**config.mk**
```make
export PLATFORM = sky130hd
export DESIGN_NAME = uart_rx_apb_ctrl
export DESIGN_NICKNAME = d
export VERILOG_FILES = /design/src/rtl/uart_rx_apb_ctrl.sv
export SDC_FILE = /design/constraint.sdc
export NUM_CORES = 1
export LEC_CHECK = 0
export CORE_MARGIN = 10
export CORE_UTILIZATION = 40
export CTS_BUF_LIST = sky130_fd_sc_hd__clkbuf_2 sky130_fd_sc_hd__clkbuf_4 sky130_fd_sc_hd__clkbuf_8
export DETAILED_ROUTE_END_ITERATION = 8
export GPL_ROUTABILITY_DRIVEN = 0
export PLACE_DENSITY = 0.7
export SLEW_MARGIN = 5
export SYNTH_ARGS = -nofsm -noshare
export SYNTH_HDL_FRONTEND = slang
export SYNTH_SLANG_ARGS = --single-unit
```
**constraint.sdc**
```tcl
create_clock -name clk -period 3.2 [get_ports clk]
set_input_delay 0.64 -clock clk [delete_from_list [all_inputs] [get_ports clk]]
set_output_delay 0.64 -clock clk [all_outputs]
set_load 0.01 [all_outputs]
```
**src/rtl/uart_rx_apb_ctrl.sv**
```systemverilog
// APB3 register front-end for uart_rx: byte FIFO, status/control/overrun-count registers.
// Optional interrupt output is enabled by defining UART_RX_APB_CTRL_IRQ_EN.
module uart_rx_apb_ctrl #(
  parameter int FIFO_DEPTH = 8,
  parameter int ADDR_W     = 4
) (
  input  logic              clk,
  input  logic              resetn,
  input  logic              rx_valid,
  input  logic [7:0]        rx_data,
  input  logic              psel,
  input  logic              penable,
  input  logic [ADDR_W-1:0] paddr,
  input  logic              pwrite,
  input  logic [31:0]       pwdata,
  output logic [31:0]       prdata,
  output logic              pready,
  output logic              pslverr,
  output logic              irq,
  output logic [7:0]        last_byte
);

  localparam int PTR_W = $clog2(FIFO_DEPTH);
  localparam int LVL_W = PTR_W + 1;

  logic [7:0]        mem [FIFO_DEPTH];
  logic [PTR_W-1:0]  wr_ptr, rd_ptr;
  logic [LVL_W-1:0]  level;
  logic              rx_en, irq_en, overrun;
  logic [7:0]        ovr_cnt;

  logic              access, empty, full;
  logic [ADDR_W-3:0] reg_idx;
  logic              is_data, is_status, is_ctrl, is_ovr, mapped, bus_err;
  logic              pop, push, drop, flush, clear_ovr, wr_ctrl, rx_acc;
  logic              unused_bits;

  assign access    = psel & penable;
  assign reg_idx   = paddr[ADDR_W-1:2];
  assign is_data   = (reg_idx == (ADDR_W-2)'(0));
  assign is_status = (reg_idx == (ADDR_W-2)'(1));
  assign is_ctrl   = (reg_idx == (ADDR_W-2)'(2));
  assign is_ovr    = (reg_idx == (ADDR_W-2)'(3));
  assign mapped    = is_data | is_status | is_ctrl | is_ovr;
  assign bus_err   = access & (!mapped | (pwrite & (is_data | is_ovr)));

  assign empty     = (level == '0);
  assign full      = (level == LVL_W'(FIFO_DEPTH));

  assign pop       = access & !pwrite & is_data & !empty;
  assign wr_ctrl   = access & pwrite & is_ctrl;
  assign flush     = wr_ctrl & pwdata[1];
  assign clear_ovr = access & pwrite & is_status & pwdata[2];
  assign rx_acc    = rx_valid & rx_en;
  // A pop on the same edge frees the slot, so a full FIFO can still accept.
  assign push      = rx_acc & (!full | pop) & !flush;
  assign drop      = rx_acc & full & !pop & !flush;

  assign pready      = 1'b1;
  assign pslverr     = bus_err;
  assign unused_bits = ^{pwdata[31:3], paddr[1:0]};

  always_comb begin
    prdata = '0;
    if (access && !pwrite && !bus_err) begin
      if (is_data && !empty) begin
        prdata[8]   = 1'b1;
        prdata[7:0] = mem[rd_ptr];
      end
      if (is_status) begin
        prdata[0]            = empty;
        prdata[1]            = full;
        prdata[2]            = overrun;
        prdata[8 +: LVL_W]   = level;
      end
      if (is_ctrl) begin
        prdata[0] = rx_en;
        prdata[2] = irq_en;
      end
      if (is_ovr) prdata[7:0] = ovr_cnt;
    end
  end

  always_ff @(posedge clk) begin
    if (push) mem[wr_ptr] <= rx_data;
  end

  always_ff @(posedge clk) begin
    if (!resetn) begin
      wr_ptr    <= '0;
      rd_ptr    <= '0;
      level     <= '0;
      rx_en     <= 1'b1;
      overrun   <= 1'b0;
      ovr_cnt   <= '0;
      last_byte <= '0;
    end else begin
      if (flush) begin
        wr_ptr <= '0;
        rd_ptr <= '0;
        level  <= '0;
      end else begin
        if (push) wr_ptr <= wr_ptr + 1'b1;
        if (pop)  rd_ptr <= rd_ptr + 1'b1;
        level <= level + LVL_W'(push) - LVL_W'(pop);
      end
      if (wr_ctrl) rx_en <= pwdata[0];
      if (rx_acc)  last_byte <= rx_data;
      // A drop on the same edge as the W1C wins and restarts the count at 1.
      if (drop) begin
        overrun <= 1'b1;
        if (clear_ovr)            ovr_cnt <= 8'd1;
        else if (ovr_cnt != 8'hFF) ovr_cnt <= ovr_cnt + 8'd1;
      end else if (clear_ovr) begin
        overrun <= 1'b0;
        ovr_cnt <= '0;
      end
    end
  end

`ifdef UART_RX_APB_CTRL_IRQ_EN
  always_ff @(posedge clk) begin
    if (!resetn) begin
      irq_en <= 1'b0;
      irq    <= 1'b0;
    end else begin
      if (wr_ctrl) irq_en <= pwdata[2];
      irq <= irq_en & (!empty | overrun);
    end
  end
`else
  assign irq_en = 1'b0;
  assign irq    = 1'b0;
`endif

endmodule

```
==> metrics.txt, run 1 <==
status finished, final reports clean; Slew Viols, Final 0; MaxCap Viol Count 0; top_reg_cell synth edfxtp_1; CTS max path bufs 2; CTS Root Cell clkbuf_8; detailed placement HPWL 7410 um; first-pass GRT wire length 16190 um; Die Height 125.5 um; drt pass-1 iters 4; HP Class reg -> reg; Slew headroom 57.81%; # IOs 93; slowest stage delay, CP 480 ps; H-tree depth 3; Inserted Diodes 0; CP endpoint kind output port; CP Buf/Inv Count 5; RSZ-0062 raised after global routing no; wire length per cell 17.77 um; Reg-to-Reg Start level[2]; worst-margin pin slew 629.0 ps; WS Path Type in -> out; Vias 3003; post-synthesis register bit count 95; Final #Nets 495; vias in the first global route 3002; CP arrival 2450 ps; TNS Setup 0 ps; min-delay src last_byte[0]; fill count 945; Lkg Pwr 2.068 nW; post-synthesis sequential area ratio 57.16%; sequence of cells on the critical path clkdlybuf4s50_1 -> inv_1 -> ha_1 -> nor3b_1 -> buf_4 -> buf_4 -> a221oi_1 -> nor3_1 -> dlygate4sd2_1; Residual DRC 0; # clock sinks 95; Post-Syn Area per Cell 12.36 um^2; dpl ws -297.6 ps; setup violators final 0; CP required 2560 ps; Area contributors post-synth edfxtp_1, dfxtp_1, mux4_2, ha_1, buf_4; placed cells 558; starting density of the core 41.03%; Initial DRC Count 151; CTS tree done; final WL 10220 um; Ys Warns 0; Max Fclk 0.3235 GHz; setup ws final 108.6 ps; hold_buf cts 0; core region area 10840 um^2; top cell type's share of synthesized area 43.21%; share of async-settable or async-resettable flops after synthesis 0%; cell area after placement 5124 um^2; CP delay by family, top buffers and inverters; number of synthesized flops with an enable pin 64; top post-synthesis cells by count edfxtp_1, nand2_1, dfxtp_1, buf_4, a21oi_1; Area Overhead vs Synth 20.98%; cell count after synthesis 360; leading area contributor after synthesis edfxtp_1; fin cells 575; critical path launch point type input port; critical-path maximum fanout 3; std cell rows 38; chip width 125.5 um; Final ANT Viol Nets 0; initial antenna violation count 0; Final Skew 10.55 ps; most numerous cell on the critical path buf_4; pwr/cell area 525.6 nW/um^2; Max VDD drop 0.2801 mV; Distinct cells, synth 53; Worst-path clk slew 90 ps; post-route cell area 5381 um^2; count leader, synth edfxtp_1; worst skew pair latency 370 ps; layout cells sized above 1 16.09%; All-Layer GR Usage 12.93%; Final Hold Viols 0; shortest period the worst path allows 3091 ps; largest net degree at the start of global routing 18; Post-Synthesis Cell Area 4448 um^2; Overflow after GRT 0; Critical Path Source paddr[3]; Core Util, Final 49.64%; die area 15740 um^2; Vias/cell 5.223; period utilisation layout 96.61%; Num CTS Buffers 9; PortBufs 39; Slowest cell on crit path clkdlybuf4s50_1
[sequential cells by signal (all words and copies together) (netlist names), named ones only]
name	flops
mem	64
level	4
last_byte	8
rd_ptr	3
ovr_cnt	8
rx_en	1
wr_ptr	3
overrun	1
[layout make-up]
type,instances,area (um^2),area share [%]
Multi-Input combinational cell,236,1698,31.55
Clock inverter,7,125.1,2.325
Timing Repair Buffer,75,668.1,12.42
Sequential cell,95,2542,47.24
Tap cell,140,175.2,3.255
Inverter,13,48.80,0.9068
Clock buffer,9,123.9,2.302
[layout by cell type (no fill, tap or decap), drive strengths merged, types with 3 or more instances in the layout]
master	n
buf	36
and2	4
a21oi	19
nor3	5
clkdlybuf4s50	26
a211oi	3
nor2	13
a22oi	3
o21ai	8
bufinv	3
a21o	3
a221oi	3
mux2i	15
ha	14
a31oi	4
nor2b	4
dlymetal6s2s	3
and3	7
nand4	5
nand2b	6
clkinv	3
dlygate4sd2	10
conb	22
inv	14
nor3b	5
nand3	11
nor4	5
nand2	38
dfxtp	31
mux4	13
clkbuf	9
edfxtp	64
[path summary, 6_finish.rpt]
kind | endpoint | slack [ps] | cells after the start
worst min register to register | last_byte[0] | 460 | 2
worst min-delay path | last_byte[0] | 460 | 2
worst max register to register | level[1] | 620 | 10
worst max-delay path | prdata[1] | 110 | 9
[worst min-delay path, stage by stage, from the launching register on]
cell	delay, ps
dfxtp_1	320
nand2_1	50
a21oi_1	50
[routing by layer]
layer  share of wire (%)  global-route usage, %  vias to the layer above  wire [um]
met2                  47                  20.17                      101       4852
met5                   0                      0                        -          0
met1                  42                  16.07                     1462       4250
met3                 8.8                  4.267                       10        898
met4                 2.1                  5.488                        0        218
li1                    -                      -                     1430          -
[kinds of logic after synthesis]
family                   synth area share (%)
AO/OA/AOI/OAI                           7.173
XOR/XNOR                               0.7878
adder cells (fa/ha/maj)                 4.388
buffers and inverters                   6.498
flip-flops                              57.16
multiplexers                            10.46
other                                  0.1688
AND/OR/NAND/NOR                         13.36
[power by group]
group | internal [mW] | switching (mW)
clock | 0.530 | 0.434
sequential | 1.38 | 0.0379
combinational | 0.205 | 0.246
total | 2.11 | 0.717
[stage by stage]
step           power, mW  hold WS, ps
6_report           2.828        465.0
5_1_grt            2.961        490.9
4_1_cts            2.848        465.7
3_5_place_dp       1.890        449.2
3_3_place_gp       1.871        442.7
2_1_floorplan      1.738        458.2
[timing repair]
action	4_1_cts	5_1_grt
pin swaps	0	0
setup endpoints to repair	9	5
buffers inserted	1	0
gates resized for setup	11	5
Note: power is estimated with default switching activity, not from simulation.
==> inputs of run 2 (changes only) <==
SLEW_MARGIN = 20   (was 5)
==> results of run 2 <==
Final layout, timing and power as in run 1 (identical DEF).
==> inputs of run 3 (changes only) <==
CORE_MARGIN = 5   (was 10)
TNS_END_PERCENT = 30   (was unset)
==> run 3 against run 2 <==
Against the previous run: clock power fell by 7.8%; wire length fell by 5.9%; maximum frequency fell by 1.1%; first-iteration DRC count rose by 42%; die area fell by 15%; clock skew barely moved; critical path type unchanged; sequential power barely moved; sequential cell count did not move; combinational power barely moved.
==> metrics.txt, run 3 (same netlist as run 1, synthesis figures left out) <==
shortest period the worst path allows 3125 ps (was 3091 ps); Worst Reg-to-Reg Cells 12 (was 10); Slowest cell on crit path clkdlybuf4s50_1 (unchanged); met3 routed WL 502 um (was 898 um); RSZ-0062 raised after global routing no (unchanged); hold_buf cts 0 (unchanged); first-pass GRT wire length 15220 um (was 16190 um); fin cells 573 (was 575); Metal-1 WL 4200 um (was 4250 um); All-Layer GR Usage 14.86% (was 12.93%); setup violators final 0 (unchanged); detailed placement HPWL 6861 um (was 7410 um); Reg2Reg Setup Slack 610 ps (was 620 ps); Slew Viols, Final 0 (unchanged); largest net degree at the start of global routing 19 (was 18); TNS Setup 0 ps (unchanged); Final Hold Viols 0 (unchanged); # clock sinks 95 (unchanged); placed cells 556 (was 558); Final #Nets 493 (was 495); Max Fclk 0.3200 GHz (was 0.3235 GHz); max FFs per register 64 (unchanged); layout cells sized above 1 16.63% (was 16.09%); worst hold margin 458.3 ps (was 465.0 ps); Top Metal Used met4 (unchanged); critical-path maximum fanout 4 (was 3); Slew headroom 54.17% (was 57.81%); starting density of the core 40.85% (was 41.03%); worst skew pair latency 360 ps (was 370 ps); CP required 2560 ps (about the same); status finished, final reports clean (unchanged); cell area after placement 5109 um^2 (was 5124 um^2); met2 wire length 4839 um (was 4852 um); most common cell after layout, fill and taps aside edfxtp_1 (unchanged); wire length per cell 16.78 um (was 17.77 um); core region area 10890 um^2 (was 10840 um^2); drt pass-1 iters 5 (was 4); Lkg Pwr 2.081 nW (was 2.068 nW); MaxCap Viol Count 0 (unchanged); top flop regs mem x64, last_byte x8, ovr_cnt x8 (unchanged); PortBufs 39 (unchanged); vias in the first global route 2936 (was 3002); largest register by flop count mem (unchanged); std cell rows 38 (unchanged); sequence of cells on the critical path clkdlybuf4s50_1 -> inv_1 -> ha_1 -> buf_4 -> a311oi_1 -> nand3_1 -> a21oi_1 -> dlygate4sd2_1 (was clkdlybuf4s50_1 -> inv_1 -> ha_1 -> nor3b_1 -> buf_4 -> buf_4 -> a221oi_1 -> nor3_1 -> dlygate4sd2_1); commonest cells after routing, fill and taps aside edfxtp_1, nand2_1, buf_4 (unchanged); Num CTS Buffers 9 (unchanged); CTS max path bufs 2 (unchanged); # IOs 93 (unchanged); Final ANT Viol Nets 0 (unchanged); Die Height 115.5 um (was 125.5 um); WS Path Type in -> out (unchanged); Final Skew 10.65 ps (was 10.55 ps); CTS tree done (unchanged); Worst Hold Path Cells 2 (unchanged); worst-margin pin slew 682.9 ps (was 629.0 ps); Residual DRC 0 (unchanged); die area 13330 um^2 (was 15740 um^2); period utilisation layout 97.65% (was 96.61%); critical path launch point type input port (unchanged); Max VDD drop 0.2198 mV (was 0.2801 mV); Worst-path clk slew 90 ps (about the same); Vias/cell 5.293 (was 5.223); CP endpoint kind output port (unchanged); final WL 9614 um (was 10220 um); pwr/cell area 512.3 nW/um^2 (was 525.6 nW/um^2); post-route cell area 5370 um^2 (was 5381 um^2); chip width 115.5 um (was 125.5 um); Inserted Diodes 0 (unchanged); CP arrival 2480 ps (was 2450 ps); slowest stage delay, CP 530 ps (was 480 ps); Vias 3033 (was 3003); initial antenna violation count 0 (unchanged); HP Class reg -> reg (unchanged); Initial DRC Count 214 (was 151); CTS Root Cell clkbuf_8 (unchanged); Core Util, Final 49.32% (was 49.64%); Overflow after GRT 0 (unchanged); H-tree depth 3 (unchanged); Area Overhead vs Synth 20.73% (was 20.98%)
## run 3: cell count changes in the layout (fill, tap and decap cells not counted), sizes merged
cell / previous run / this run
buf: 36 / 34
bufinv: 3 / 2
clkbuf: 9 / 10
clkdlybuf4s50: 26 / 29
clkinv: 3 / 4
dlygate4sd2: 10 / 3
dlymetal6s2s: 3 / 6
## run 3: final cells by class
cell class              count  area (um^2)
fillers                   949         5518
flip-flops and latches     95         2542
well taps                 140        175.2
inverters                  13        48.80
clock inverters             7        103.9
repair buffers             73        664.4
clock buffers               9        123.9
multi-input cells         236         1712
## run 3: report_power, final
group / total (mW) / internal [mW] / switching, mW
registers: 1.41 / 1.38 / 0.0364
logic: 0.451 / 0.205 / 0.246
clock network: 0.888 / 0.453 / 0.435
## run 3: critical path: cells and delay by family
family                   cells  cell delay [ps]
adder cells (fa/ha/maj)      1              260
buffers and inverters        4             1070
AO/OA/AOI/OAI                2              370
AND/OR/NAND/NOR              1              130
## run 3: final timing paths
check,startpoint,end
setup / recovery,paddr[2],prdata[2]
hold / removal,last_byte[4],last_byte[4]
setup reg to reg,level[2],level[3]
hold reg to reg,last_byte[4],last_byte[4]
## run 3: what timing repair did
item / CTS / global route
setup endpoints to repair: 9 / 10
buffers inserted: 0 / 1
cloned: 0 / 0
gates resized for setup: 6 / 15
pin swaps: 0 / 2
## run 3: metrics by stage
stage               power, mW  worst slack (ps)
global route            2.892             1.531
detailed placement      1.887            -290.0
CTS                     2.766            -196.4
floorplan               1.738             299.2
global placement        1.866            -259.3
finish                  2.751             75.20
## run 3: routing by layer
metal,vias to the layer above,global-route usage [%]
li1,1428,-
met1,1502,19.98
met2,99,24.23
met3,4,2.872
met4,0,5.164
met5,-,0
==> patch 1, RTL diff (flow settings as in run 3) <==
Change the parameter `ADDR_W` from 4 to 3.
--- a/src/rtl/uart_rx_apb_ctrl.sv
+++ b/src/rtl/uart_rx_apb_ctrl.sv
@@ -2,7 +2,7 @@
 // Optional interrupt output is enabled by defining UART_RX_APB_CTRL_IRQ_EN.
 module uart_rx_apb_ctrl #(
   parameter int FIFO_DEPTH = 8,
-  parameter int ADDR_W     = 4
+  parameter int ADDR_W     = 3
 ) (
   input  logic              clk,
   input  logic              resetn,
Ports: changed (resized paddr); port bits go from 93 to 92. The function was not compared with the original's and may differ.
==> patch 1 against run 3 <==
Setup slack gained 70 ps. Register-to-register slack better by 60 ps. Cell area is 18% lower. Sequential share of layout area is 0.70 points lower. Routed wire length down 26%. Area after synthesis decreased by 19%. Sequential cell count decreased by 17. Power shrank 16%. Non-clock buffer count is 14 lower. Worst hold slack improved by 2.1 ps. Cell count fell by 18%. Utilization rose by 0.64 points. Critical path depth decreased by 3. Critical endpoint is now prdata[4]. Largest cell class unchanged. Highest routed layer unchanged.
==> patch 1: results (changes against run 3) <==
[status]
status = finished clean

[critical_path]
critPathMaxStageDelay_ps = 580  ; +50 ps
arrival_ps = 2410  ; -70 ps
rr_endpoint = level[2]
r2r_slack_ps = 670  ; +60 ps
critPathTopFamily = buffers and inverters

[place]
numPortBuffers = 38  ; -2.6%
placed_area_um2 = 4174  ; -18%
place_ws_ps = 124.9  ; +414.9 ps
hpwl_mm = 5.468  ; -20%
placed_cells = 455  ; -18%

[synthesis]
synth-compound-area-share_pct = 7.113  ; -0.060 points
synthCells = 298  ; -17%
synth-xor-area-share_pct = 0.9669  ; +0.18 points
synth_cell_types = 46  ; -13%
yosys.area_share.adder_pct = 3.660  ; -0.73 points
synthTopCellsByArea = edfxtp_1 40%, dfxtp_1 17%, mux4_2 7.5%, buf_4 4.6%, nand2_1 4.1%
synth_edf_count = 48  ; -25%
seq_area_frac_synth_pct = 56.35  ; -0.81 points
muxShareOfSynthArea_pct = 10.77  ; +0.31 points
ys_top_cells_by_count = 48 x edfxtp_1, 40 x nand2_1, 30 x dfxtp_1

[power_and_ir_drop]
leakagePower_nw = 1.560  ; -25%
p_int_mw = 1.712  ; -16%
vdd_drop_max_mv = 0.2623  ; +19%

[clock_tree]
cts_resized = 0  ; -6
clk_latency_ps = 330  ; -30 ps

[final_layout]
fill_cells = 771  ; -19%
reg_top3 = mem (48), last_byte (8), ovr_cnt (8)
drive_above_1_share_pct = 15.15  ; -1.5 points
final_nets = 417  ; -15%

[sta]
max_slew_margin_pct = 43.13  ; -11 points
clock.fmax_ghz = 0.3274  ; +2.3%
finClkSkew_ps = 4.939  ; -5.714 ps

[routing]
viasPerCell = 5.117  ; -3.3%
vias = 2410  ; -21%
drtIter0Drc = 128  ; -40%
drtPass1Iterations = 4  ; -1

[global_route]
grt_max_degree = 15  ; -4
grt_pass1_wl_mm = 11.72  ; -23%
grt_pass1_vias = 2347  ; -20%

[min_path]
min_from = last_byte[2]

patch 1: cell count changes in the layout (fill, tap and decap cells not counted), sizes merged, moves of 4 or more:
cell,run 3,this run
a21boi,0,4
a21oi,19,14
and3,7,1
buf,34,21
clkdlybuf4s50,29,38
dlymetal6s2s,6,0
edfxtp,64,48
ha,14,9
nand3,11,6
nand4,5,1
nor2b,4,0
patch 1: worst max path at each step:
stage	start	to	slack [ps]	cells past startpoint
after floorplan	paddr[2]	level[2]	690	11
after global placement	paddr[2]	level[2]	110	11
after detailed placement	paddr[2]	level[2]	120	11
after CTS	paddr[2]	prdata[7]	150	7
after global routing	paddr[2]	prdata[7]	4	5
final	paddr[2]	prdata[4]	150	5
patch 1: kinds of logic after synthesis:
kind of cell	Yosys count
flops	78
fa+ha+maj	10
buf+inv	43
mux	24
simple gates	96
compound gates	41
xor+xnor	4
other cells	2
patch 1: metal layers:
layer	up-vias	track usage (%)	routed length, µm
met5	-	0	0
met3	8	2.651	398
met1	1156	17.51	3244
li1	1167	-	-
met2	79	21.36	3349
met4	0	5.388	99
patch 1: power groups by stage:
stage	combinational, mW	clock [mW]	sequential (mW)
after floorplan	0.289	0	1.17
after global placement	0.410	0	1.18
after detailed placement	0.419	0	1.18
after CTS	0.421	0.750	1.16
after global routing	0.467	0.796	1.16
final	0.416	0.733	1.16
patch 1: layout make-up:
class                      count  area, µm²  area share (%)
sequential                    78       2042           46.64
clock buffer                  11      145.1           3.315
timing repair buffer          59      538.0           12.29
multi-input combinational    197       1408           32.15
tap                          108      135.1           3.087
inverter                      13      51.30           1.172
clock inverter                 5      58.81           1.343
patch 1: through the flow:
step                utilization, %  total power [mW]
finish                       49.96             2.305
global route                 49.96             2.426
CTS                          49.96             2.327
detailed placement           47.63             1.598
global placement             47.63             1.585
floorplan                        -             1.462
==> patch 2, RTL diff (config.mk and constraints of run 3) <==
Without the edit above. Put a register stage on the output `pslverr`, without a reset. The value now appears one clock later. The other outputs are not delayed to match.
--- a/src/rtl/uart_rx_apb_ctrl.sv
+++ b/src/rtl/uart_rx_apb_ctrl.sv
@@ -57,7 +57,9 @@
   assign drop      = rx_acc & full & !pop & !flush;
 
   assign pready      = 1'b1;
-  assign pslverr     = bus_err;
+  always_ff @(posedge clk) begin
+    pslverr <= bus_err;
+  end
   assign unused_bits = ^{pwdata[31:3], paddr[1:0]};
 
   always_comb begin
Check against the original RTL: not equivalent (Yosys sat finds a counterexample within 4 cycles, from zero or initial values and one cycle with resetn low).
==> patch 2 against run 3 <==
Routed wire length barely moved. Worst hold slack got worse by 1.3 ps. Highest routed layer unchanged. Sequential cell count rose by 1. Cell count rose by 0.17%. Power fell by 3.7%. Critical endpoint is now prdata[0]. Utilization fell by 0.41 points. Setup slack got worse by 26 ps. Cell area fell by 0.84%. Area after synthesis rose by 0.42%. Register-to-register slack barely moved. First-iteration DRC count fell by 42%. Synthesized cell count rose by 0.28%.
==> patch 2: results (changes against run 3) <==
[status]
status = finished clean

[synthesis]
yosys.area_share.adder_pct = 4.370  ; -0.018 points
ys_top_cells_by_count = 64 x edfxtp_1, 38 x nand2_1, 32 x dfxtp_1
synthCells = 361  ; +0.28%
synth-compound-area-share_pct = 7.171  ; about the same
synthTopCellsByArea = edfxtp_1 43%, dfxtp_1 14%, mux4_2 6.6%, ha_1 3.9%, buf_4 3.7%
seq_area_frac_synth_pct = 57.37  ; +0.21 points
synth-xor-area-share_pct = 0.7843  ; -0.0033 points
muxShareOfSynthArea_pct = 10.42  ; -0.044 points

[final_layout]
final_nets = 494  ; +0.20%
reg_top3 = mem (64), last_byte (8), ovr_cnt (8)
drive_above_1_share_pct = 16.82  ; +0.19 points
layout.cells.non_filler = 574  ; +0.17%
fill_cells = 975  ; +2.7%

[routing]
routed_wl_mm = 9.617  ; about the same
drtPass1Iterations = 4  ; -1
drtIter0Drc = 124  ; -42%
viasPerCell = 5.223  ; -1.3%

[sta]
finClkSkew_ps = 15.19  ; +4.536 ps
max_slew_margin_pct = 55.82  ; +1.7 points

[global_route]
globalRouteMet2Util_pct = 25.12  ; +0.89 points
grt_pass1_wl_mm = 15.34  ; +0.77%

[clock_tree]
clkTransAtPathRegs_ps = 90  ; about the same
clk_latency_ps = 380  ; +20 ps

[power_and_ir_drop]
leakagePower_nw = 2.045  ; -1.7%
switchingPower_uw = 735.6  ; +2.5%
clock_power_uw = 778  ; -12%

[place]
hpwl_mm = 6.973  ; +1.6%
placed_cells = 557  ; +0.18%

[critical_path]
arrival_ps = 2510  ; +30 ps
crit_fanout = 5  ; +1

patch 2: cells by family (layout without fill, tap and decap cells):
family | count (synthesis) | in the layout
buf+inv | 49 | 102
compound gates | 51 | 51
xor+xnor | 4 | 4
fa+ha+maj | 15 | 15
flops | 96 | 96
mux | 30 | 30
simple gates | 114 | 114
other cells | 2 | 22
patch 2: timing repair:
item                                    4_1_cts  5_1_grt
gates cloned                                  0        0
resized for setup                             8       14
endpoints found under the hold margin         0        0
endpoints found under the setup margin        9        9
setup buffers                                 0        1
pin swaps                                     0        3
patch 2: area by class of cell:
type / count / area, µm² / area share, %
Sequential cell: 96 / 2564 / 48.14
Inverter: 13 / 48.80 / 0.9164
Clock buffer: 10 / 137.6 / 2.585
Tap cell: 140 / 175.2 / 3.289
Clock inverter: 6 / 56.30 / 1.057
Timing Repair Buffer: 73 / 645.6 / 12.12
Multi-Input combinational cell: 236 / 1698 / 31.88
patch 2: path summary, 6_finish.rpt:
check                from           end  slack [ps]  cells after the start
max              paddr[2]     prdata[0]          50                      7
min          last_byte[4]  last_byte[4]         460                      2
max reg2reg      level[2]      level[3]         610                     12
min reg2reg  last_byte[4]  last_byte[4]         460                      2
patch 2: metal layers:
layer / part of all wire [%] / vias up
li1: - / 1432
met1: 43 / 1472
met2: 50 / 84
met3: 5.9 / 10
met4: 1.5 / 0
met5: 0 / -
patch 2: through the flow:
stage / cell area, µm² / hold slack (ps) / setup TNS (ps) / util, %
floorplan: 4542 / 458.2 / 0 / -
global placement: 5115 / 442.5 / -1579 / 46.98
detailed placement: 5115 / 445.7 / -2397 / 46.98
CTS: 5310 / 459.2 / -584.7 / 48.77
global route: 5325 / 477.7 / -64.21 / 48.91
finish: 5325 / 457.1 / 0 / 48.91
